## config.mk

```make
export PLATFORM = sky130hd
export DESIGN_NAME = rr_burst_mux
export DESIGN_NICKNAME = d
export VERILOG_FILES = /design/src/rtl/rr_burst_mux.sv
export SDC_FILE = /design/constraint.sdc
export NUM_CORES = 1
export LEC_CHECK = 0
export BUFFER_PORTS_ARGS = -buffer_cell sky130_fd_sc_hd__buf_2
export CAP_MARGIN = 40
export CORE_ASPECT_RATIO = 1.4
export CORE_MARGIN = 2
export CORE_UTILIZATION = 42
export CTS_BUF_LIST = sky130_fd_sc_hd__clkbuf_8
export CTS_CLUSTER_DIAMETER = 40
export CTS_CLUSTER_SIZE = 14
export DETAILED_ROUTE_END_ITERATION = 10
export PLACE_DENSITY = 0.81
export SLEW_MARGIN = 25
export SYNTH_ARGS = -nofsm -noshare
export SYNTH_HDL_FRONTEND = slang
export SYNTH_SLANG_ARGS = --single-unit
```

## constraint.sdc

```tcl
create_clock -name clk -period 2.5 [get_ports clk]
set_input_delay 0.125 -clock clk [delete_from_list [all_inputs] [get_ports clk]]
set_output_delay 0.125 -clock clk [all_outputs]
set_load 0.005 [all_outputs]
```

## src/rtl/rr_burst_mux.sv

```systemverilog
// Round-robin burst mux: N requesters share one stream; a winner owns it for req_len+1 beats.
// One arbitration cycle per burst, then owner beats pass through combinationally; out_ready low stalls the owner via req_ready.
module rr_burst_mux #(
    parameter int N  = 4,
    parameter int DW = 8,
    parameter int LW = 4,
    parameter int SW = (N > 1) ? $clog2(N) : 1
) (
    input  logic            clk,
    input  logic            rst,
    input  logic [N-1:0]    req_valid,
    input  logic [N*LW-1:0] req_len,
    input  logic [N*DW-1:0] req_data,
    output logic [N-1:0]    req_ready,
    output logic            out_valid,
    output logic [DW-1:0]   out_data,
    output logic [SW-1:0]   out_src,
    output logic            out_last,
    input  logic            out_ready,
    output logic            busy
);

    typedef enum logic {IDLE, BURST} state_t;

    state_t        state_q, state_d;
    logic [SW-1:0] owner_q, owner_d;
    logic [LW-1:0] cnt_q, cnt_d;
    logic [SW-1:0] ptr_q, ptr_d;

    logic          found;
    logic [SW-1:0] winner;
    logic          own_valid;
    logic          xfer;

    // Rotating-priority scan starting at ptr, wrapping past N-1 back to 0.
    always_comb begin : p_arb
        int idx;
        found  = 1'b0;
        winner = '0;
        idx    = 0;
        for (int k = 0; k < N; k++) begin
            idx = int'(ptr_q) + k;
            if (idx >= N) begin
                idx = idx - N;
            end
            if (!found && req_valid[idx]) begin
                found  = 1'b1;
                winner = SW'(idx);
            end
        end
    end

    assign own_valid = req_valid[owner_q];
    assign xfer      = (state_q == BURST) && own_valid && out_ready;

    // Outputs are forced idle while rst is held so a reset mid-burst is seen immediately.
    always_comb begin
        req_ready = '0;
        out_valid = 1'b0;
        out_data  = '0;
        out_src   = owner_q;
        out_last  = 1'b0;
        busy      = 1'b0;
        if (state_q == BURST && !rst) begin
            busy               = 1'b1;
            out_valid          = own_valid;
            out_data           = req_data[int'(owner_q)*DW +: DW];
            req_ready[owner_q] = out_ready;
            out_last           = (cnt_q == '0) && own_valid;
        end
    end

    always_comb begin
        state_d = state_q;
        owner_d = owner_q;
        cnt_d   = cnt_q;
        ptr_d   = ptr_q;
        case (state_q)
            IDLE: begin
                if (found) begin
                    owner_d = winner;
                    cnt_d   = req_len[int'(winner)*LW +: LW];
                    state_d = BURST;
                end
            end
            BURST: begin
                if (xfer) begin
                    if (cnt_q == '0) begin
                        state_d = IDLE;
                        ptr_d   = (owner_q == SW'(N-1)) ? '0 : owner_q + SW'(1);
                    end else begin
                        cnt_d = cnt_q - LW'(1);
                    end
                end
            end
            default: state_d = IDLE;
        endcase
    end

    always_ff @(posedge clk) begin
        if (rst) begin
            state_q <= IDLE;
            owner_q <= '0;
            cnt_q   <= '0;
            ptr_q   <= '0;
        end else begin
            state_q <= state_d;
            owner_q <= owner_d;
            cnt_q   <= cnt_d;
            ptr_q   <= ptr_d;
        end
    end

endmodule

```

==> results.yml <==
logic_synthesis:
  synth_flop_cell: "dfxtp_1"
  synth_nets: 173
  async_reset_ff_frac: 0
  synth_area_leader_cell: "mux4_2"
  netlist_top_cells_area: "mux4_2 (19%), dfxtp_1 (17%), ha_1 (6.0%)"
  synth.avg_cell_area_um2: 9.25
  synth.distinct_cells: 38
  synth_common_cells: "nand2_1 (10), a21oi_1 (9), and2_1 (9), dfxtp_1 (9), mux4_2 (9)"
  yosysSeqAreaShare: 0.172
  netlist_area_mm2: 0.00104
  yosys_register_bits: 9
  yosys_warnings: 0
  synth_edf_count: 0
  yosysTopAreaCellShare: 0.194
  netlist_instances: 113
  synth.most_common_cell: "nand2_1"
sta:
  hold_viol_final: 0
  setup_viol_count_final: 0
  slew_viol_final: 0
  min_period_ns: 1.95
  tightest_slew_ns: 0.678
  fin_skew_ns: 0.000359
  max_freq_mhz: 513
  fin_tns_setup_ns: 0
  rsz0062_at_grt: "no"
  timing.final.crit_share: 0.779
  slew-limit-headroom: 0.547
placement:
  post-dp-hpwl_mm: 2.46
  port_buffers: 71
  gp_congestion: 0.840
  placed_area_mm2: 0.00140
  placed_cells: 203
route:
  drc: 0
  wl_per_cell_um: 14.1
  drt_iter0_markers: 24
  vias: 1205
  ant_nets: 0
  via_per_inst: 5.82
  routed_wl_mm: 2.91
  dr.pass1.iters: 4
power_and_ir_drop:
  p_total_w: 0.000559
  power_per_cell_area_mw_per_mm2: 387
  leakagePower_nw: 0.709
  vdd_ir_drop_max_uv: 326
run:
  maxCapViolCount: 0
hold_path:
  min_from: "rst"
  hold_path.class: "input pin to register"
global_route:
  antenna_found_initial: 0
  grt_pass1_wl_mm: 4.56
  grt_use_total: 0.214
  grt_overflow: 0
  grt_max_degree: 16
  grt_pass1_vias: 1123
setup_path:
  path_cells: "nor2b_1, and3_1, buf_2"
  crit_start: "state_q"
  r2r_start: "ptr_q[1]"
  cp_top_family: "simple AND/OR/NAND/NOR gates"
  start_kind: "register"
  max_stage_delay_ns: 0.62
  cp_num_buf_inv: 1
  path_class: "register to output port"
  cp.arrival_ns: 1.82
  required_ns: 2.38
  cp_max_fo: 15
  r2r_slack_ns: 0.56
  worst_path_max_delay_cell: "nor2b_1"
  end_kind: "output port"
finish:
  diodes: 0
  final_layout_size_suffix_gt1_frac: 0.495
  stdcell_area_mm2: 0.00144
  fin_util: 0.610
  n_fill_cell: 224
  num-nets-final: 245
  syn_to_final_growth_pct: 38.1
  layout.cells.non_filler: 207
cts:
  clockBufferDepth: 2
  cts.sinks: 9
  clk_pin_slew_ns: 0.04
  cts_resized: 0
  cts_tree: "done"
  clockRootBuffer: "clkbuf_8"
  clk_latency_ns: 0.24
  h-tree-depth: 1
  postCtsHoldBufs: 0
  cts_buffers: 3
  cts_post_setup_buffers_inserted: 0
floorplanning:
  core_mm2: 0.00236
  initial_core_util: 0.442
  die_area_mm2: 0.00291
  die_w_um: 46.2
  boundaryPins: 72
  core.rowCount: 21
  die_h_um: 63.0
outcome:
  status: "finished clean"
path summary, 6_finish.rpt:
path | to | cells past startpoint
max | out_last | 3
min | out_src[0] | 2
max reg2reg | cnt_q[1] | 6
min reg2reg | ptr_q[0] | 2
stage by stage:
stage	hold slack, ns	worst slack, ns
3_5_place_dp	0.444	0.575
5_1_grt	0.220	0.356
2_1_floorplan	0.382	0.856
6_report	0.188	0.552
4_1_cts	0.193	0.526
3_3_place_gp	0.439	0.726
sequential cells by signal, indices dropped and copies added, names as in the netlist:
name / count
state_q: 1
out_src: 2
cnt_q: 4
ptr_q: 2
routing by layer:
metal / GRT usage / vias to the layer above / wire length (um)
li1: - / 573 / -
met1: 0.206 / 556 / 999
met2: 0.385 / 69 / 1540
met3: 0.0491 / 7 / 290
met4: 0.118 / 0 / 78
met5: 0 / - / 0
cell usage in the layout, fill, tap and decap left out, drive strengths merged, types with 2 or more instances in the layout:
master and instances:
mux4 9, clkbuf 3, a311oi 3, dfxtp 9, nand2 10, nand2b 2
and2 9, ha 5, o21a 4, a211o 3, buf 73, inv 6
mux2i 6, o22ai 2, and3 6, nor2 6, a211oi 3, a21oi 10
nand3 3
power by group:
group	switching [W]	internal [W]	total (W)
clock	0.0000661	0.000108	0.000174
sequential	0.0000165	0.000158	0.000174
combinational	0.0000971	0.000114	0.000211
total	0.000180	0.000379	0.000559
layout make-up:
| class | instances | area, um2 | area share |
|---|---|---|---|
| flip-flops and latches | 9 | 180 | 0.125 |
| multi-input cells | 93 | 800 | 0.554 |
| inverters | 5 | 18.8 | 0.0130 |
| well taps | 23 | 28.8 | 0.0199 |
| clock buffers | 3 | 41.3 | 0.0286 |
| repair buffers | 73 | 370 | 0.257 |
| clock inverters | 1 | 3.75 | 0.00260 |
cell families after synthesis:
kind of cell / Yosys count / share of synthesized area
DFF: 9 / 0.172
xor gates and xnor gates: 1 / 0.00838
muxes: 15 / 0.251
buffers and inverters: 11 / 0.0623
AOI/OAI and AO/OA: 30 / 0.211
adders and majority gates: 5 / 0.0599
and+or+nand+nor: 42 / 0.235
No activity file was read; power rests on OpenSTA's default activity.
